## src/rtl/ddr4_cmd_timing_monitor_if.sv

```systemverilog
// rtl/ddr4_cmd_timing_monitor_if.sv - command bus and violation report bundle for the DDR4 timing monitor
//
// Purpose: groups the controller-to-DRAM command signals and the monitor's
// violation report into one bundle.
//   master : drives cmd_valid/cmd_code/cmd_bank, observes the report
//   slave  : the monitor; observes commands, drives viol_* and bank_open
// Signals:
//   cmd_valid  - command present this cycle
//   cmd_code   - 0 NOP, 1 ACT, 2 RD, 3 WR, 4 PRE, 5 REF, 6/7 illegal
//   cmd_bank   - target bank (ignored for NOP/REF)
//   viol_valid - one-cycle pulse, previous command violated a rule
//   viol_code  - violation bitmask of that command
//   viol_bank  - bank of that command (0 for REF)
//   viol_count - saturating count of violating commands
//   bank_open  - per-bank open-row flag
interface ddr4_cmd_timing_monitor_if #(
  parameter int NUM_BANKS = 4
) ();
  localparam int BW = $clog2(NUM_BANKS);

  logic                 cmd_valid;
  logic [2:0]           cmd_code;
  logic [BW-1:0]        cmd_bank;
  logic                 viol_valid;
  logic [7:0]           viol_code;
  logic [BW-1:0]        viol_bank;
  logic [15:0]          viol_count;
  logic [NUM_BANKS-1:0] bank_open;

  modport master (
    output cmd_valid, cmd_code, cmd_bank,
    input  viol_valid, viol_code, viol_bank, viol_count, bank_open
  );

  modport slave (
    input  cmd_valid, cmd_code, cmd_bank,
    output viol_valid, viol_code, viol_bank, viol_count, bank_open
  );
endinterface

```

## src/rtl/ddr4_cmd_timing_monitor.sv

```systemverilog
// rtl/ddr4_cmd_timing_monitor.sv - passive DDR4 command timing and bank-state checker
//
// Purpose: watches the command bus, keeps per-bank open state and elapsed
// cycle counters since ACT/PRE (per bank) and RD/WR/REF (global), and reports
// every command that breaks a timing minimum or is issued in an illegal bank
// state. State always follows the command as the DRAM would see it, even when
// that command was flagged.
// Ports:
//   clock   - rising-edge clock
//   Reset_n - asynchronous active-low reset
//   bus     - slave side of ddr4_cmd_timing_monitor_if (commands in, report out)
module ddr4_cmd_timing_monitor #(
  parameter int NUM_BANKS = 4,
  parameter int T_RCD     = 16,
  parameter int T_RP      = 16,
  parameter int T_RAS     = 39,
  parameter int T_CCD     = 4,
  parameter int T_RFC     = 350,
  parameter int CNT_W     = 10
) (
  input logic                      clock,
  input logic                      Reset_n,
  ddr4_cmd_timing_monitor_if.slave bus
);
  localparam int BW = $clog2(NUM_BANKS);

  localparam logic [2:0] NOP = 3'd0;
  localparam logic [2:0] ACT = 3'd1;
  localparam logic [2:0] RD  = 3'd2;
  localparam logic [2:0] WR  = 3'd3;
  localparam logic [2:0] PRE = 3'd4;
  localparam logic [2:0] REF = 3'd5;

  localparam logic [CNT_W-1:0] SAT     = '1;
  localparam logic [CNT_W-1:0] ONE     = CNT_W'(1);
  localparam logic [CNT_W-1:0] LIM_RCD = CNT_W'(T_RCD);
  localparam logic [CNT_W-1:0] LIM_RP  = CNT_W'(T_RP);
  localparam logic [CNT_W-1:0] LIM_RAS = CNT_W'(T_RAS);
  localparam logic [CNT_W-1:0] LIM_CCD = CNT_W'(T_CCD);
  localparam logic [CNT_W-1:0] LIM_RFC = CNT_W'(T_RFC);

  logic [CNT_W-1:0]     e_act [NUM_BANKS];
  logic [CNT_W-1:0]     e_pre [NUM_BANKS];
  logic [CNT_W-1:0]     e_cas;
  logic [CNT_W-1:0]     e_ref;
  logic [NUM_BANKS-1:0] open_q;

  logic                 viol_valid_q;
  logic [7:0]           viol_code_q;
  logic [BW-1:0]        viol_bank_q;
  logic [15:0]          viol_count_q;

  logic                 live;
  logic                 legal;
  logic [BW-1:0]        bank;
  logic [2:0]           code;
  logic [7:0]           v;

  function automatic logic [CNT_W-1:0] sat_inc(input logic [CNT_W-1:0] x);
    return (x == SAT) ? SAT : x + ONE;
  endfunction

  assign code  = bus.cmd_code;
  assign bank  = bus.cmd_bank;
  assign live  = bus.cmd_valid && (code != NOP);
  assign legal = (code >= ACT) && (code <= REF);

  always_comb begin
    v = 8'h00;
    if (live) begin
      case (code)
        ACT: begin
          if (open_q[bank])          v[5] = 1'b1;
          if (e_pre[bank] < LIM_RP)  v[1] = 1'b1;
        end
        RD, WR: begin
          if (!open_q[bank])         v[5] = 1'b1;
          if (e_act[bank] < LIM_RCD) v[0] = 1'b1;
          if (e_cas < LIM_CCD)       v[3] = 1'b1;
        end
        PRE: begin
          if (e_act[bank] < LIM_RAS) v[2] = 1'b1;
        end
        REF: begin
          if (|open_q)               v[5] = 1'b1;
        end
        default: v[6] = 1'b1;
      endcase
      // Refresh recovery applies to every real command; illegal codes only get bit 6.
      if (legal && (e_ref < LIM_RFC)) v[4] = 1'b1;
    end
  end

  always_ff @(posedge clock or negedge Reset_n) begin
    if (!Reset_n) begin
      for (int i = 0; i < NUM_BANKS; i++) begin
        e_act[i] <= SAT;
        e_pre[i] <= SAT;
      end
      e_cas        <= SAT;
      e_ref        <= SAT;
      open_q       <= '0;
      viol_valid_q <= 1'b0;
      viol_code_q  <= 8'h00;
      viol_bank_q  <= '0;
      viol_count_q <= 16'h0000;
    end else begin
      for (int i = 0; i < NUM_BANKS; i++) begin
        if (live && (code == ACT) && (bank == BW'(i))) begin
          e_act[i]  <= ONE;
          open_q[i] <= 1'b1;
        end else begin
          e_act[i]  <= sat_inc(e_act[i]);
        end
        // PRE to a closed bank is a no-op: E_pre keeps counting from the real precharge.
        if (live && (code == PRE) && (bank == BW'(i)) && open_q[i]) begin
          e_pre[i]  <= ONE;
          open_q[i] <= 1'b0;
        end else begin
          e_pre[i]  <= sat_inc(e_pre[i]);
        end
      end
      e_cas <= (live && ((code == RD) || (code == WR))) ? ONE : sat_inc(e_cas);
      e_ref <= (live && (code == REF)) ? ONE : sat_inc(e_ref);

      viol_valid_q <= |v;
      viol_code_q  <= v;
      viol_bank_q  <= ((|v) && (code != REF)) ? bank : '0;
      if ((|v) && (viol_count_q != 16'hFFFF)) viol_count_q <= viol_count_q + 16'h0001;
    end
  end

  assign bus.viol_valid = viol_valid_q;
  assign bus.viol_code  = viol_code_q;
  assign bus.viol_bank  = viol_bank_q;
  assign bus.viol_count = viol_count_q;
  assign bus.bank_open  = open_q;
endmodule
```

## src/flat_wrapper.sv

```systemverilog
// flat-port wrapper written by rule: the top's interface ports become plain ports
module ddr4_cmd_timing_monitor_flat 
#(
  parameter int NUM_BANKS = 4,
  parameter int T_RCD     = 16,
  parameter int T_RP      = 16,
  parameter int T_RAS     = 39,
  parameter int T_CCD     = 4,
  parameter int T_RFC     = 350,
  parameter int CNT_W     = 10
)
  (clock, Reset_n, bus_cmd_valid, bus_cmd_code, bus_cmd_bank, bus_viol_valid, bus_viol_code, bus_viol_bank, bus_viol_count, bus_bank_open);
  ddr4_cmd_timing_monitor_if #(.NUM_BANKS(NUM_BANKS)) bus_i ();
  input logic clock;
  input logic Reset_n;
  input wire logic [$bits(bus_i.cmd_valid)-1:0] bus_cmd_valid;
  input wire logic [$bits(bus_i.cmd_code)-1:0] bus_cmd_code;
  input wire logic [$bits(bus_i.cmd_bank)-1:0] bus_cmd_bank;
  output wire logic [$bits(bus_i.viol_valid)-1:0] bus_viol_valid;
  output wire logic [$bits(bus_i.viol_code)-1:0] bus_viol_code;
  output wire logic [$bits(bus_i.viol_bank)-1:0] bus_viol_bank;
  output wire logic [$bits(bus_i.viol_count)-1:0] bus_viol_count;
  output wire logic [$bits(bus_i.bank_open)-1:0] bus_bank_open;
  assign bus_i.cmd_valid = bus_cmd_valid;
  assign bus_i.cmd_code = bus_cmd_code;
  assign bus_i.cmd_bank = bus_cmd_bank;
  assign bus_viol_valid = bus_i.viol_valid;
  assign bus_viol_code = bus_i.viol_code;
  assign bus_viol_bank = bus_i.viol_bank;
  assign bus_viol_count = bus_i.viol_count;
  assign bus_bank_open = bus_i.bank_open;
  ddr4_cmd_timing_monitor #(.NUM_BANKS(NUM_BANKS), .T_RCD(T_RCD), .T_RP(T_RP), .T_RAS(T_RAS), .T_CCD(T_CCD), .T_RFC(T_RFC), .CNT_W(CNT_W)) u_core (.clock(clock), .Reset_n(Reset_n), .bus(bus_i));
endmodule
```

## config.mk

```make
export PLATFORM = sky130hd
export DESIGN_NAME = ddr4_cmd_timing_monitor_flat
export DESIGN_NICKNAME = d
export VERILOG_FILES = /design/src/rtl/ddr4_cmd_timing_monitor_if.sv /design/src/rtl/ddr4_cmd_timing_monitor.sv /design/src/flat_wrapper.sv
export SDC_FILE = /design/constraint.sdc
export NUM_CORES = 1
export LEC_CHECK = 0
export ABC_CLOCK_PERIOD_IN_PS = 2600
export BUFFER_PORTS_ARGS = -buffer_cell sky130_fd_sc_hd__clkbuf_2
export CORE_UTILIZATION = 23
export CTS_BUF_LIST = sky130_fd_sc_hd__clkbuf_2
export DETAILED_ROUTE_END_ITERATION = 10
export PLACE_DENSITY_LB_ADDON = 0.08
export SYNTH_ARGS = -nofsm -noshare
export SYNTH_HDL_FRONTEND = slang
export SYNTH_SLANG_ARGS = --single-unit
```

## constraint.sdc

```tcl
create_clock -name clock -period 2.6 [get_ports clock]
set_input_delay 0 -clock clock [delete_from_list [all_inputs] [get_ports clock]]
set_output_delay 0 -clock clock [all_outputs]
set_load 0.01 [all_outputs]
```

==> metrics, run 1 <==
vias in the first global route=5360; Cell Area, Synth=roughly 6500 µm²; max frequency=0.3773 GHz; Post-synth top flop=dfstp_2; CP max-delay cell=dfstp_2; hpwl dp=around 11 mm; Sink Count=130; DR vias=5119; FP Rows=61; initial antenna violation count=1; antenna viol nets, final=0; CP Buf/Inv Count=1; Crit Path Category=reg2reg; Synth Warn #=0; clk buf depth=2; met3 Use GR=under 10%; commonest cells in the synthesized netlist=dfstp_2, a21oi_1, nand3_1, xor2_1, nor2_1; leakage power=3.286 nW; Total GRT Usage=12.31%; Top delay family on crit path=simple AND/OR/NAND/NOR gates; number of detailed-route iterations in the first pass=4; IO buf count=37; Final min period=2.650 ns; CP peak stage delay=0.58 ns; 1st-iter DRT viols=240; # fillers=2961; CTS tree=yes; Arr. time, crit path=around 3.3 ns; initial core utilization=23.32%; Critical Path RT=3.23 ns; top-count cell post-synth=dfstp_2; Yosys top cell by area=dfstp_2; worst min-delay path category=in2reg; Slew Limit Fails=0; CP Max Fanout=5; residual DRC count=0; Finished Layout Cells=1135; area of the multi-input gates=3003 µm²; Die Area=28850 µm²; busiest grt layer=met2; global-route wire length before repair=between 20 and 30 mm; clk root buf=clkbuf_2; worst setup margin=-0.05041 ns; number of setup violations in the final report=8; Slew HR=approximately 32%; clock buffer count from CTS=17; crit share post-route=101.9%; FFs w/ async S/R, synth=100.0%; Layout Skew=0.05015 ns; status=complete, but fails checks; share of the synthesized area in the top cell type=40.55%; routability cong.=0.7637; syn_nets=657; Vias/cell=approximately 4.5; met1 usage=15.50%; Sequential cell area=3378 µm²; Synth Instances=638; worst slew pin tran=1.012 ns; synth unique cells=48; crit-path cells=and3_4 -> a21oi_2 -> nor2_2 -> nor3_2 -> or4_1 -> or4_4 -> bufbuf_16 -> and3_1 -> xor2_1; layout net count=762; final WL=between 15 and 20 mm; core region area=27780 µm²; total placed cells including tap cells=between 1000 and 1500; Post-synth EDFFs=0; startpoint types=flip-flop; Clk Latency, worst-skew pair=0.71 ns; Die Width=169.9 µm; number of H-tree levels=4; Pwr Density=roughly 1100 nW/µm²; die height=169.9 µm; largest net degree at the start of global routing=65; max_cap viols=0; unrepaired setup endpoints after global routing=yes; Area growth syn-to-layout=23.85%; met2 Use GR=20.63%; layout cells sized above 1=approximately a third; Congestion Overflow GR=0; I/O Pins=39; clock-pin slew on the worst setup and hold paths=0.23 ns; critical path capture point type=flip-flop; Seq/Total Area, Yosys=52.13%; post-synthesis register bit count=between 100 and 150; Area contributors post-synth=dfstp_2, dfrtp_1, xor2_1; Setup TNS Final=-0.2699 ns; mean routed wirelength per cell=14.52 µm; final hold violations=0; VDD IR max=0.3538 mV; synthesized area per cell=10.16 µm²; failing checks=negative setup slack
==> layout by cell type (no fill, tap or decap), types with 3 or more instances in the layout <==
cell type      Yosys  layout
a211oi_1          12      12
a21oi_1           78      77
a31oi_1            9       9
and2_1             7       7
and3_1            35      33
buf_4              2      58
clkbuf_2           2      54
clkinv_2           0       4
dfrtp_1           30      30
dfstp_2          100     100
dlygate4sd3_1      0      12
ha_1              11      11
inv_1             22      22
inv_6              0       6
nand2_1           23      22
nand3_1           54      54
nand3b_1          10      10
nand4_1           28      28
nor2_1            44      43
nor2b_1            6       4
nor3_1            24      23
nor3b_1            4       4
nor4_1            10       9
or3_1              3       3
or4_1              4       3
xnor2_1           24      21
xnor2_2            0       3
xor2_1            47      47
==> sequential cells by signal (all words and copies together), names as in the netlist <==
signal and cells:
u_core.bus.bank_open 4, u_core.bus.viol_bank 2, u_core.bus.viol_code 7, u_core.bus.viol_count 16, u_core.bus.viol_valid 1, u_core.e_act 40
u_core.e_cas 10, u_core.e_pre 40, u_core.e_ref 10
==> kinds of logic (layout without fill, tap and decap cells) <==
| family | count (synthesis) | count (layout) | share of synthesized area (%) |
|---|---|---|---|
| AOI/OAI and AO/OA | 108 | 108 | 9.365 |
| muxes | 4 | 4 | 1.101 |
| adders and majority gates | 11 | 11 | 2.124 |
| xor gates and xnor gates | 71 | 71 | 9.596 |
| and+or+nand+nor | 265 | 265 | 22.22 |
| buffers and inverters | 48 | 166 | 3.398 |
| DFF | 130 | 130 | 52.13 |
| other | 1 | 2 | 0.05787 |
==> power breakdown <==
part           internal, mW  switching [mW]
sequential             3.35           0.767
combinational          1.57            1.43
clock                 0.461           0.846
total                  5.38            3.05
==> final cells by class <==
| cell class | count | share of cell area [%] |
|---|---|---|
| Clock buffer | 18 | 1.123 |
| Clock inverter | 14 | 1.871 |
| Timing Repair Buffer | 112 | 10.54 |
| Multi-Input combinational cell | 460 | 37.42 |
| Tap cell | 378 | 5.893 |
| Inverter | 22 | 1.029 |
| Antenna cell | 1 | 0.03118 |
| Sequential cell | 130 | 42.10 |
==> worst min-delay path: stages <==
cell	delay [ns]
dlygate4sd3_1	0.55
clkbuf_2	0.19
nor2_1	0.10
and3_1	0.17
==> worst paths after layout <==
path	from	endpoint	slack [ns]	cells after the start
worst max-delay path	u_core.e_ref[3]	u_core.bus.viol_count[5]	-0.05	9
worst min-delay path	bus_cmd_code[2]	u_core.bus.viol_code[3]	0.32	4
worst max register to register	u_core.e_ref[3]	u_core.bus.viol_count[5]	-0.05	9
worst min register to register	u_core.bus.viol_count[5]	u_core.bus.viol_count[5]	0.51	1
max in group asynchronous	Reset_n	u_core.bus.viol_count[14]	0.57	4
min in group asynchronous	Reset_n	u_core.e_ref[0]	0.56	3
==> per-stage QoR <==
stage                     power [mW]  cell area, µm²  utilization (%)  hold WS (ns)  setup slack [ns]
final                          8.427            8025            28.89        0.3166          -0.05041
after global routing           9.153            8025            28.89        0.2052           -0.1569
after CTS                      8.509            7931            28.55        0.2230          -0.07361
after detailed placement       7.023            7463            26.86       0.09904           -0.1758
after global placement         6.954            7463            26.86        0.1021           -0.1438
after floorplan                5.910            6480                -       -0.2956           0.09557
==> repair_timing <==
item                                    4_1_cts  5_1_grt
pin swaps                                     5        6
resized for setup                            14       13
buffers inserted                              3        1
endpoints found under the setup margin       10       18
hold buffers                                 12        0
cloned                                        1        0
endpoints found under the hold margin       109        0
==> routing by layer <==
layer / wire [µm] / up-vias
li1: - / 2503
met1: 7762 / 2542
met2: 8016 / 66
met3: 554 / 8
met4: 148 / 0
met5: 0 / -
Note: power is estimated with default switching activity, not from simulation.
==> inputs of run 2 (changes only) <==
- PLACE_DENSITY_LB_ADDON: 0.08 -> 0.25
==> run 2 against run 1 <==
The flow still finishes with violations (negative setup slack). Wire length shrank 7.3%. Core utilization shrank 0.39 points. Highest routed layer unchanged. Count of clock-buffer cells in the layout down 1. Global-route usage is 1.3 points lower. Flip-flop and latch count is the same. Sequential share of layout area increased by 0.58 points. Maximum frequency shrank 6.0%. Register-to-register slack got worse by 0.17 ns.
==> metrics, run 2 (same netlist as run 1, synthesis figures left out) <==
unrepaired setup endpoints after global routing=yes; die height=169.9 µm (unchanged); Vias/cell=4.412 (-2.2%); failing checks=negative setup slack; Sequential cell area=3378 µm² (unchanged); number of detailed-route iterations in the first pass=4 (unchanged); Slew HR=46.95% (+15 points); Total GRT Usage=11.02% (-1.3 points); CP Max Fanout=7 (+2); P_int=5.337 mW (-0.79%); initial antenna violation count=1 (unchanged); final WL=15.27 mm (-7.3%); Sink Count=130 (unchanged); FP Rows=61 (unchanged); crit share post-route=108.5% (+6.5 points); mean routed wirelength per cell=13.55 µm (-6.7%); Layout Skew=0.04436 ns (-0.005790 ns); worst min-delay path category=in2reg; I/O Pins=39 (unchanged); Pwr Density=1045 nW/µm² (-0.50%); Area growth syn-to-layout=22.17%; Congestion Overflow GR=0 (unchanged); clock buffer count from CTS=17 (unchanged); Clock power frac=16.2% (+0.7 points); Area after DPL=7416 µm² (-0.64%); clk root buf=clkbuf_2; # fillers=3005 (+1.5%); commonest non-fill, non-tap cells in the layout=dfstp_2, a21oi_1, nand3_1; layout cells sized above 1=32.22% (-1.6 points); VDD IR max=0.2524 mV (-29%); final hold violations=0 (unchanged); antenna viol nets, final=0 (unchanged); design area=7916 µm² (-1.4%); total placed cells including tap cells=1077 (-0.74%); hpwl dp=10.19 mm (-11%); Die Width=169.9 µm (unchanged); Critical Path RT=3.22 ns (about the same); routability cong.=0.7938 (+3.9%); net switching power=2.935 mW (-3.7%); max frequency=0.3546 GHz (-6.0%); layout net count=754 (-1.0%); Seq pwr share=49.7% (+0.9 points); global-route wire length before repair=25.06 mm (-9.6%); clock-pin slew on the worst setup and hold paths=0.20 ns (-0.03 ns); number of setup violations in the final report=18 (+10); startpoint types=flip-flop; IO buf count=37 (unchanged); Die Area=28850 µm² (unchanged); commonest non-fill, non-tap cell in the layout=dfstp_2; area of the multi-input gates=2975 µm² (-0.92%); Arr. time, crit path=3.44 ns (+0.16 ns); Final min period=2.820 ns (+0.1695 ns); largest net degree at the start of global routing=51 (-22%); CTS tree=yes; core region area=27780 µm² (unchanged); status=complete, but fails checks; Clk Latency, worst-skew pair=0.71 ns (about the same); worst slew pin tran=0.7931 ns (-0.2188 ns); Finished Layout Cells=1127 (-0.70%); pre-CTS setup slack=-0.2010 ns (-0.02519 ns); vias in the first global route=4862 (-9.3%); leakage power=3.197 nW (-2.7%); clk buf depth=2 (unchanged); DR vias=4972 (-2.9%); Crit Path Category=reg2reg; combinational share of power=34.1% (-1.5 points); Hold Slack=0.2681 ns (-0.04843 ns); residual DRC count=0 (unchanged); total power=8.272 mW (-1.8%); number of H-tree levels=4 (unchanged); Slew Limit Fails=0 (unchanged); 1st-iter DRT viols=264 (+10%); critical path capture point type=flip-flop; sw frac=35.48% (-0.69 points); initial core utilization=23.32% (unchanged); max_cap viols=0 (unchanged); worst setup margin=-0.2199 ns (-0.1695 ns)
==> run 2: cell count changes in the layout (fill, tap and decap cells not counted), moves of 2 or more <==
cell / change
buf_4: -7
inv_6: -5
xnor2_1: +3
xnor2_2: -3
clkinv_1: +2
nand3_2: +2
nand3_4: -2
or4_4: +2
==> run 2: what timing repair did <==
action | 4_1_cts | 5_1_grt
gates resized for setup | 3 | 15
buffers inserted | 1 | 4
cloned | 0 | 1
endpoints found under the hold margin | 183 | 0
pin swaps | 3 | 9
endpoints found under the setup margin | 12 | 17
hold buffers | 12 | 0
==> run 2: metal layers <==
layer	share of wire [%]	GRT usage (%)
met5	0	0
met3	3.7	2.721
met1	51	15.46
met4	1.3	3.878
met2	44	16.32
==> run 2: final cells by class <==
class | instances | area share, %
flip-flops and latches | 130 | 42.67
diodes | 1 | 0.03161
clock buffers | 17 | 1.075
well taps | 378 | 5.974
clock inverters | 15 | 2.086
multi-input cells | 461 | 37.58
inverters | 22 | 1.043
repair buffers | 103 | 9.531
==> run 2: path summary, 6_finish.rpt <==
check | endpoint | from | cells past startpoint | slack, ns
min reg2reg | u_core.bus.viol_count[10] | u_core.bus.viol_count[10] | 1 | 0.51
min | u_core.bus.viol_code[3] | bus_cmd_code[2] | 4 | 0.27
max | u_core.bus.viol_count[12] | u_core.e_act[24] | 7 | -0.22
max in group asynchronous | u_core.bus.bank_open[2] | Reset_n | 4 | 0.84
max reg2reg | u_core.bus.viol_count[12] | u_core.e_act[24] | 7 | -0.22
min in group asynchronous | u_core.e_pre[2] | Reset_n | 3 | 0.50
==> run 2: critical path: stages (launching register included) <==
cell and delay [ns]:
dfstp_2 0.57, nor2_1 0.04, a211oi_1 0.46, a2111oi_4 0.14, or4_4 0.52, or4_4 0.57, nand4_1 0.16, mux2_4 0.30
==> run 2: stage by stage <==
| step | TNS [ns] | util (%) |
|---|---|---|
| 6_report | -1.887 | 28.49 |
| 5_1_grt | -2.705 | 28.49 |
| 4_1_cts | -0.2567 | 28.10 |
| 3_5_place_dp | -1.117 | 26.69 |
| 3_3_place_gp | -0.4365 | 26.69 |
| 2_1_floorplan | 0 | - |
==> run 2: power groups by stage <==
stage	clock network [mW]	logic, mW	registers [mW]
2_1_floorplan	0	1.81	4.10
3_3_place_gp	0	2.72	4.15
3_5_place_dp	0	2.74	4.15
4_1_cts	1.40	2.79	4.11
5_1_grt	1.49	3.21	4.26
6_report	1.34	2.82	4.11
==> inputs of run 3 (changes only) <==
==> constraint.sdc (replaced) <==
create_clock -name clock -period 2.6 [get_ports clock]
set_input_delay 0 -clock clock [delete_from_list [all_inputs] [get_ports clock]]
set_output_delay 0 -clock clock [all_outputs]
set_load 0.1 [all_outputs]
==> run 3 against run 2 <==
The flow still finishes with violations (negative setup slack). Via count fell by 0.28%. Worst setup slack improved by 0.19 ns. Sequential power rose by 2%. Total power rose by 6.8%. Global-route usage rose by 0.13 points. Flip-flop and latch count did not move. Final cell count fell by 0.62%. Core utilization fell by 0.095 points. Highest routed layer unchanged.
==> metrics, run 3 (same netlist as run 1, synthesis figures left out) <==
Layout Skew=0.03923 ns (-0.005132 ns); Setup TNS Final=-0.1087 ns (+1.778 ns); worst setup margin=-0.03093 ns (+0.1890 ns); clock buffer count from CTS=17 (unchanged); leakage power=3.154 nW (-1.4%); Slew Limit Fails=0 (unchanged); die height=169.9 µm (unchanged); CP Max Fanout=6 (-1); Die Width=169.9 µm (unchanged); Clk Latency, worst-skew pair=0.73 ns (+0.02 ns); commonest non-fill, non-tap cells in the layout=dfstp_2, a21oi_1, nand3_1, clkbuf_2, xor2_1; Arr. time, crit path=3.29 ns (-0.15 ns); total power=8.832 mW (+6.8%); Congestion Overflow GR=0 (unchanged); FP Rows=61 (unchanged); number of setup violations in the final report=7 (-11); mean routed wirelength per cell=13.87 µm (+2.3%); clock-pin slew on the worst setup and hold paths=0.23 ns (+0.03 ns); R2R Path End=u_core.bus.viol_count[12]; antenna viol nets, final=0 (unchanged); residual DRC count=0 (unchanged); layout cells sized above 1=33.92% (+1.7 points); routability cong.=0.7584 (-4.5%); core region area=27780 µm² (unchanged); status=complete, but fails checks; global-route wire length before repair=25.23 mm (+0.66%); Hold Slack=0.06309 ns (-0.2050 ns); Area after DPL=7350 µm² (-0.89%); Critical Path RT=3.26 ns (+0.04 ns); crit share post-route=101.2% (-7.3 points); Top delay family on crit path=simple AND/OR/NAND/NOR gates; Crit Path Category=reg2reg; unrepaired setup endpoints after global routing=yes; CP peak stage delay=0.58 ns (about the same); worst min-delay path category=in2async; hpwl dp=10.46 mm (+2.7%); critical path capture point type=flip-flop; largest net degree at the start of global routing=43 (-16%); cells on worst reg2reg path=9 (+2); startpoint types=flip-flop; I/O Pins=39 (unchanged); initial core utilization=23.32% (unchanged); Total GRT Usage=11.15% (+0.13 points); Crit path depth=9 (+2); CP max-delay cell=dfstp_2; max frequency=0.3801 GHz (+7.2%); flop-to-flop setup slack=-0.03 ns (+0.19 ns); max_cap viols=0 (unchanged); clk root buf=clkbuf_2; final WL=15.53 mm (+1.7%); CP Buf/Inv Count=1 (+1); Die Area=28850 µm² (unchanged); Vias/cell=4.427 (+0.34%); Reg-to-Reg Start=u_core.e_ref[3]; failing checks=negative setup slack; initial antenna violation count=2 (+1); Slew HR=50.59% (+3.6 points); VDD IR max=0.2726 mV (+8.0%); clk buf depth=2 (unchanged); Final Util=28.40% (-0.095 points); layout net count=746 (-1.1%); 1st-iter DRT viols=304 (+15%); IO buf count=37 (unchanged); number of H-tree levels=4 (unchanged); Sink Count=130 (unchanged); Pwr Density=1119 nW/µm² (+7.1%); Final min period=2.631 ns (-0.1890 ns); CTS tree=yes; DR vias=4958 (-0.28%); Area growth syn-to-layout=21.76%; vias in the first global route=4843 (-0.39%); crit-path cells=and3_4 -> a21oi_2 -> nor2_1 -> nor3_2 -> or4_1 -> or4_4 -> buf_8 -> nand4_1 -> mux2_4; design area=7890 µm² (-0.33%); final hold violations=0 (unchanged); worst slew pin tran=0.7384 ns (-0.05470 ns); number of detailed-route iterations in the first pass=4 (unchanged); commonest non-fill, non-tap cell in the layout=dfstp_2
==> run 3: cell types whose count changed in the layout (fill, tap and decap cells not counted), sizes merged <==
cell         previous run  this run
buf                    55        49
bufinv                  3         2
clkbuf                 53        55
clkinv                 10         4
clkinvlp                1         3
diode                   1         2
dlygate4sd3            12        10
inv                    23        27
or4                     5         4
==> run 3: layout make-up <==
cell class	count	area [µm²]
inverter	22	82.58
clock inverter	14	153.9
timing repair buffer	96	700.7
tap	378	473.0
antenna	2	5.005
fill	2960	19890
sequential	130	3390
multi-input combinational	460	2995
clock buffer	18	90.09
==> run 3: worst max-delay path by stage <==
stage,start,endpoint,slack (ns)
finish,u_core.e_ref[3],u_core.bus.viol_count[12],-0.03
global route,u_core.e_ref[3],u_core.bus.viol_count[12],-0.07
CTS,u_core.e_ref[3],u_core.bus.viol_count[10],-0.009
detailed placement,u_core.e_act[38],u_core.bus.viol_count[1],-0.13
global placement,u_core.e_act[38],u_core.bus.viol_count[12],-0.07
floorplan,u_core.bus.viol_count[3],u_core.bus.viol_count[1],-0.003
==> run 3: repair_timing <==
action | 4_1_cts | 5_1_grt
pin swaps | 3 | 2
gates resized for setup | 6 | 21
hold endpoints to repair | 161 | 0
setup endpoints to repair | 7 | 10
setup buffers | 3 | 2
hold buffers | 10 | 0
gates cloned | 0 | 1
==> run 3: metrics by stage <==
step	instances	setup WS, ns
finish	1120	-0.03093
global route	1120	-0.07164
CTS	1115	-0.009369
detailed placement	1070	-0.1342
global placement	1070	-0.07018
floorplan	638	-0.003038
==> run 3: worst reg2reg max path: stages, from the launching register on <==
cell     delay [ns]
dfstp_2        0.58
and3_4         0.19
a21oi_2        0.05
nor2_1         0.11
nor3_2         0.07
or4_1          0.55
or4_4          0.45
buf_8          0.16
nand4_1        0.11
mux2_4         0.30
==> run 3: metal layers <==
metal / global-route usage, % / routed length, µm / share of wire (%)
met1: 15.48 / 7902 / 51
met2: 16.77 / 6899 / 44
met3: 3.186 / 594 / 3.8
met4: 3.055 / 135 / 0.87
met5: 0 / 0 / 0
==> run 3: report_power, final <==
part / leakage (nW) / switching (mW) / internal, mW
clock network: 0.142 / 0.838 / 0.459
registers: 1.43 / 0.838 / 3.36
logic: 1.58 / 1.90 / 1.43
total: 3.15 / 3.58 / 5.26
